[config.mk]
export PLATFORM = sky130hd
export DESIGN_NAME = popcount_seq
export DESIGN_NICKNAME = d
export VERILOG_FILES = /design/src/rtl/popcount_seq.sv
export SDC_FILE = /design/constraint.sdc
export NUM_CORES = 1
export LEC_CHECK = 0
export ABC_AREA = 1
export CAP_MARGIN = 10
export CORE_ASPECT_RATIO = 0.6
export CORE_MARGIN = 2
export CORE_UTILIZATION = 40
export CTS_CLUSTER_DIAMETER = 150
export DETAILED_ROUTE_END_ITERATION = 16
export GPL_ROUTABILITY_DRIVEN = 0
export HOLD_SLACK_MARGIN = 0.02
export MAX_ROUTING_LAYER = met4
export SLEW_MARGIN = 5
export SYNTH_ARGS = -nofsm -noshare
export SYNTH_HDL_FRONTEND = slang
export SYNTH_SLANG_ARGS = --single-unit
[constraint.sdc]
create_clock -name clk -period 5 [get_ports clk]
set_input_delay 1 -clock clk [delete_from_list [all_inputs] [get_ports clk]]
set_output_delay 1 -clock clk [all_outputs]
set_load 0.005 [all_outputs]
[src/rtl/popcount_seq.sv]
// Wide-word popcount that time-shares one sum8 unit, one byte per cycle.
// Latency: result valid N/8 cycles after the accept edge; one word per N/8+2 cycles at best.
// Backpressure: in_ready only in IDLE; result held in DONE until out_ready.

module sum8 (
  input  logic [7:0] dat,
  output logic [3:0] cnt
);

  always_comb begin
    cnt = '0;
    for (int i = 0; i < 8; i++) begin
      cnt = cnt + {3'b000, dat[i]};
    end
  end

endmodule

module popcount_seq #(
  parameter int N  = 32,
  parameter int CW = $clog2(N + 1)
) (
  input  logic          clk,
  input  logic          rst,
  input  logic          in_valid,
  output logic          in_ready,
  input  logic [N-1:0]  in_data,
  output logic          out_valid,
  input  logic          out_ready,
  output logic [CW-1:0] out_count,
  output logic          busy
);

  localparam int NB = N / 8;
  localparam int IW = (NB > 1) ? $clog2(NB) : 1;
  localparam logic [IW-1:0] LAST_IDX = IW'(NB - 1);

  typedef enum logic [1:0] {
    IDLE = 2'd0,
    BUSY = 2'd1,
    DONE = 2'd2
  } state_t;

  state_t        state;
  state_t        state_nxt;
  logic [N-1:0]  wreg;
  logic [IW-1:0] idx;
  logic [CW-1:0] acc;
  logic [7:0]    byte_dat;
  logic [3:0]    byte_cnt;
  logic          accept;

  assign accept = in_valid && in_ready;

  // Byte lane select as an explicit mux so no index can run past the word.
  always_comb begin
    byte_dat = '0;
    for (int b = 0; b < NB; b++) begin
      if (idx == IW'(b)) begin
        byte_dat = wreg[b*8 +: 8];
      end
    end
  end

  sum8 u_sum8 (
    .dat (byte_dat),
    .cnt (byte_cnt)
  );

  always_ff @(posedge clk or posedge rst) begin
    if (rst) begin
      state <= IDLE;
    end else begin
      state <= state_nxt;
    end
  end

  always_comb begin
    state_nxt = state;
    case (state)
      IDLE:    if (accept)          state_nxt = BUSY;
      BUSY:    if (idx == LAST_IDX) state_nxt = DONE;
      DONE:    if (out_ready)       state_nxt = IDLE;
      default:                      state_nxt = IDLE;
    endcase
  end

  always_ff @(posedge clk or posedge rst) begin
    if (rst) begin
      wreg <= '0;
      acc  <= '0;
      idx  <= '0;
    end else begin
      case (state)
        IDLE: begin
          if (accept) begin
            wreg <= in_data;
            acc  <= '0;
            idx  <= '0;
          end
        end
        BUSY: begin
          // Max total is N, which CW bits always hold, so no carry-out to lose.
          acc <= acc + CW'(byte_cnt);
          idx <= (idx == LAST_IDX) ? '0 : idx + IW'(1);
        end
        default: begin
        end
      endcase
    end
  end

  always_comb begin
    in_ready  = (state == IDLE) && !rst;
    busy      = (state == BUSY);
    out_valid = (state == DONE);
    out_count = acc;
  end

endmodule

# Word level (Yosys, flattened, before mapping)
# Cells that the tools add are included.
# W data, S select, Z words.
[classes] n_mux=13 reduce_logical=9 n_addsub=9 eq_ne=8
[op_table] op="$mux W8" n=4
[op_table] op="$add A4 B1 Y4" n=6
[op_table] op="$pmux W6 S2" n=1
[op_table] op="$mux W2" n=5
[op_table] op="$add A6 B4 Y6" n=1
[op_table] op="$eq A2 B2 Y1 const B" n=3
[op_table] op="$mux W6" n=1
[op_table] op="$pmux W2 S3" n=1
[op_table] op="$eq A2 B1 Y1 const B" n=2
[op_table] op="$logic_not A2 Y1" n=2
[op_table] op="$ne A2 B1 Y1 const B" n=2
[op_table] op="$pmux W2 S2" n=1
[op_table] op="$reduce_and A2 Y1" n=2
[op_table] op="$reduce_and A3 Y1" n=1
[op_table] op="$add A1 B1 Y2" n=1
[op_table] op="$add A2 B1 Y2 const B" n=1
[op_table] op="$logic_and A1 B1 Y1" n=2
[op_table] op="$ne A2 B2 Y1 const B" n=1
[op_table] op="$reduce_bool A2 Y1" n=1
[op_table] op="$logic_not A1 Y1" n=1
[word_totals] reg_bits=42 out_inout_bits=9 in_bits=36

# Longest topological paths before layout
[depth] word_depth=14 ltp_mapped=25

# By module
# Synthesis repeated with hierarchy kept, for this count alone.
[unflattened] hier_cells=292 area_unflattened_um2=2307.2
[modules_own_cells] mod="popcount_seq" cells_each=269 seq_area_each_um2=1051.0 n_inst=1 area_each_um2=2128.3
[modules_own_cells] mod="sum8" cells_each=23 seq_area_each_um2=0.0 n_inst=1 area_each_um2=178.9

# Worst setup path before layout
# OpenSTA, ideal clock, no wires.
[synth_timing] path_type="flip-flop to flip-flop" startpoint="register idx[0]" endpoint="register acc[5] (netlist: out_count[5])" path_buffers=1 t_required_ps=4887 setup_time_ps=113 stages_incl_launch_ff=22 synth_period_minus_slack_ps=4493 arrival_time_ps=4380 slack_ps=507 path_cell_list="dfrtp_1 -> inv_1 -> ha_1 -> clkbuf_1 -> inv_1 -> o21ai_0 -> a21oi_1 -> ha_1 -> fa_1 -> inv_1 -> fa_1 -> fa_1 -> fa_1 -> xnor2_1 -> ha_1 -> nand2_1 -> nor2_1 -> nand2_1 -> nand3_1 -> nand3_1 -> nand2_1 -> inv_1"
[synth_between] elab_chain_cells=14 elab_cells_between_ends=17 classes_between="add/sub (8); eq/ne (3); mux (5); reduce/logical (1)"
[synth_rtl] item="start, declared" line="47" source="logic [IW-1:0] idx;"
[synth_rtl] item="start signal, assigned" line="105" source="idx <= (idx == LAST_IDX) ? '0 : idx + IW'(1);"
[synth_rtl] item="$logic_not A2 Y1" line="59" source="if (idx == IW'(b)) begin"
[synth_rtl] item="$mux W8 (3 in series)" line="59"
[synth_rtl] item="$mux W8 *" line="59"
[synth_rtl] item="$add A1 B1 Y2" line="13" source="cnt = cnt + {3'b000, dat[i]};"
[synth_rtl] item="$add A4 B1 Y4 (5 in series)" line="13"
[synth_rtl] item="$add A4 B1 Y4 *" line="13"
[synth_rtl] item="$add A6 B4 Y6 *" line="104" source="acc <= acc + CW'(byte_cnt);"
[synth_rtl] item="$pmux W6 S2 *" line="94" source="case (state)"
[synth_rtl] item="end signal, assigned" line="104"
[synth_rtl] item="end, declared" line="48" source="logic [CW-1:0] acc;"
# Mark *: on every way between the ends. The rest lies on a longest branch, timed or not.
# A chain may end at the register's enable or synchronous reset.

# Worst setup path in the final report
[layout_timing] startpoint="register idx[1]" endpoint="register acc[5] (netlist: out_count[5])"
# Same word-level chain as after synthesis.

==> metrics.md <==
| Metric | Value |
|---|---|
| Status | `complete, no violations` |
| Worst Path Required | `5.18 ns` |
| Initial Util | `41.33%` |
| Die ar. | `6398 sq um` |
| CP cell instances | `buf_4 > ha_1 > clkinvlp_4 > nor2_1 > a21oi_1 > ha_1 > fa_1 > inv_1 > fa_1 > fa_1 > fa_1 > xnor2_1 > ha_1 > nand2_1 > nor2_2 > nand2_1 > nand3_1 > nand3_1 > nand2_1 > inv_1` |
| Top Family by Delay on Critical Path | `adder cells` |
| Nets | `379` |
| Share of cells above drive strength 1 | `9.146%` |
| Row count | `21` |
| Hold Vio Cnt, Final | `0` |
| Die height | `62.77 um` |
| Startpoint type of the worst setup path | `flop` |
| Global-route wire length before repair | `8.700 mm` |
| Startpoint of the worst register-to-register path | `idx[1]` |
| Initial antenna violation count | `0` |
| Mapped Avg Cell Area | `8.164 sq um` |
| Gr ovfl total | `0` |
| Syn Nets | `334` |
| ANT cells | `0` |
| Via count | `1907` |
| Critical Path End | `out_count[5]` |
| Area after DPL | `2799 sq um` |
| Vias/cell | `4.674` |
| Hold Path Class | `flop to flop` |
| Area of the core | `5570 sq um` |
| Largest net degree at the start of global routing | `45` |
| I/O pin cnt | `45` |
| First drt pass iteration count | `4` |
| CP max-delay cell | `fa_1` |
| Setup crit end kind | `flop` |
| Critical Path Stages | `20` |
| Count of final setup violators | `0` |
| Routed len/inst | `12.78 um` |
| Commonest cells post-synth | `nand2_1 (89), dfrtp_1 (42), nand3_1 (29)` |
| Most used cell, CP | `fa_1` |
| Register area share after synthesis | `45.65%` |
| Htree depth | `2` |
| Worst rel slew slack | `39.11%` |
| Vias in the first global route | `1783` |
| R2R Path End | `out_count[5]` |
| Die W | `101.9 um` |
| Placed wire-length estimate | `3.767 mm` |
| Antenna-violating nets left | `0` |
| Maximum clock path buffer count | `2` |
| DRC viols | `0` |
| Synth top area cells | `dfrtp_1 (46%), nand2_1 (15%), nand3_1 (6.3%), ha_1 (6.0%), inv_1 (4.4%)` |
| Worst-margin pin slew | `0.9101 ns` |
| Peak Freq | `0.2153 GHz` |
| Post-synth top area cell | `dfrtp_1` |
| Crit Path Max Fanout | `15` |
| Final min period | `4.645 ns` |
| Crit. Startpoint | `idx[1]` |
| TritonCTS clock tree | `built` |
| Yosys synthesis warning count | `0` |
| Clk Tree Root Cell | `clkbuf_8` |
| R2R setup slack | `0.35 ns` |
| Final period util | `92.91%` |
| Clock buffer count from CTS | `5` |
| Layout overhead on the synthesized area | `28.26%` |
| EDFF count, synth | `0` |
| Starting DRT DRC Count | `90` |
| Worst skew pair latency | `0.29 ns` |
| Clock transition at path regs | `0.08 ns` |
| Final Slew Violations | `0` |
| Max stage delay on crit path | `0.53 ns` |
| Yosys top cell area share | `45.65%` |
| Crit path kind | `flop to flop` |
| Port Buffers | `44` |
| Clock Skews | `0.009275 ns` |
| GRT Util Overall | `17.98%` |
| R2R cell count | `20` |
| Main flop type after synthesis | `dfrtp_1` |
| Design Area, Final | `2953 sq um` |
| Async S/R FF share, synth | `100.0%` |
| # Max-Cap Violations | `0` |
| Synth Register Bits | `42` |
| Worst EP arrival | `4.83 ns` |
| Synthesized cell area | `2302 sq um` |
| Worst path bufs/invs | `4` |
| Post-Route WL | `5.216 mm` |
| # clock sinks | `42` |
| Most frequent cell after synthesis | `nand2_1` |
| Post-synthesis instance total | `282` |
| Unique masters post-synth | `23` |
==> tightest hold or removal path: cells and delay by family (launching register included) <==
family           cells  cell delay [ns]
DFF                  1             0.35
and+or+nand+nor      2             0.10
==> cells by family (layout without fill, tap and decap cells) <==
kind of cell / count (synthesis) / in the layout / share of synthesized area, %
and+or+nand+nor: 135 / 135 / 24.29
DFF: 42 / 42 / 45.65
buffers and inverters: 41 / 87 / 7.608
AOI/OAI and AO/OA: 47 / 47 / 11.74
adders and majority gates: 16 / 16 / 10.33
xor gates and xnor gates: 1 / 1 / 0.3805
==> worst min-delay path by stage <==
stage                  start        to  slack [ns]  cells after the start
global route        wreg[28]  wreg[28]        0.50                      2
floorplan           wreg[19]  wreg[19]        0.44                      2
CTS                 wreg[29]  wreg[29]        0.48                      2
finish              wreg[29]  wreg[29]        0.48                      2
global placement    wreg[28]  wreg[28]        0.46                      2
detailed placement  wreg[31]  wreg[31]        0.46                      2
==> per-stage QoR <==
step	TNS (ns)	setup slack, ns	std cells	util, %	hold slack, ns
2_1_floorplan	0	0.5072	282	-	0.4366
3_3_place_gp	0	0.3401	397	50.25	0.4572
3_5_place_dp	0	0.2290	397	50.25	0.4626
4_1_cts	0	0.1966	405	52.16	0.4796
5_1_grt	-0.01284	-0.01284	408	53.01	0.4999
6_report	0	0.3546	408	53.01	0.4819
==> cell usage in the layout, fill, tap and decap left out <==
cell	synthesis	routed
clkbuf_8	0	5
nor3_4	1	1
a21oi_2	8	8
o21ai_0	20	19
bufinv_16	0	1
o22ai_1	2	2
dfrtp_1	42	41
clkbuf_1	4	2
ha_2	0	1
nand3_1	29	29
o31ai_1	1	1
clkdlybuf4s50_1	0	44
fa_1	5	5
nand2_1	89	88
dfrtp_2	0	1
a21oi_1	14	14
buf_4	0	6
ha_4	0	1
inv_1	27	25
nor2_1	14	13
o21ai_1	2	3
clkinvlp_4	0	1
nor2_2	0	1
inv_2	1	2
xnor2_1	1	1
nor3_1	1	1
ha_1	11	9
nand2_2	1	2
clkinv_1	1	1
==> timing repair <==
action / in CTS / in global routing
setup endpoints to repair: 0 / 3
hold buffers: 0 / 0
setup buffers: 0 / 3
gates resized for setup: 0 / 9
==> state kept, by name, indices dropped and copies added (netlist names) <==
register / count
idx: 2
out_count: 6
wreg: 32
state: 2
==> final cells by class <==
cell class	count	area, sq um
clock inverter	1	30.03
inverter	29	112.6
multi-input combinational	199	1096
fill	553	2618
clock buffer	7	76.32
tap	80	100.1
sequential	42	1052
timing repair buffer	50	485.5
==> layer usage <==
metal	global-route usage, %	share of wire [%]
met1	29.71	56
met2	21.79	38
met3	4.586	5.8
met4	3.000	0.69
met5	-	0
Power is left out: the tool's default activity adds up to more than one toggle a clock period on the data nets, which glitch-free logic cannot reach.
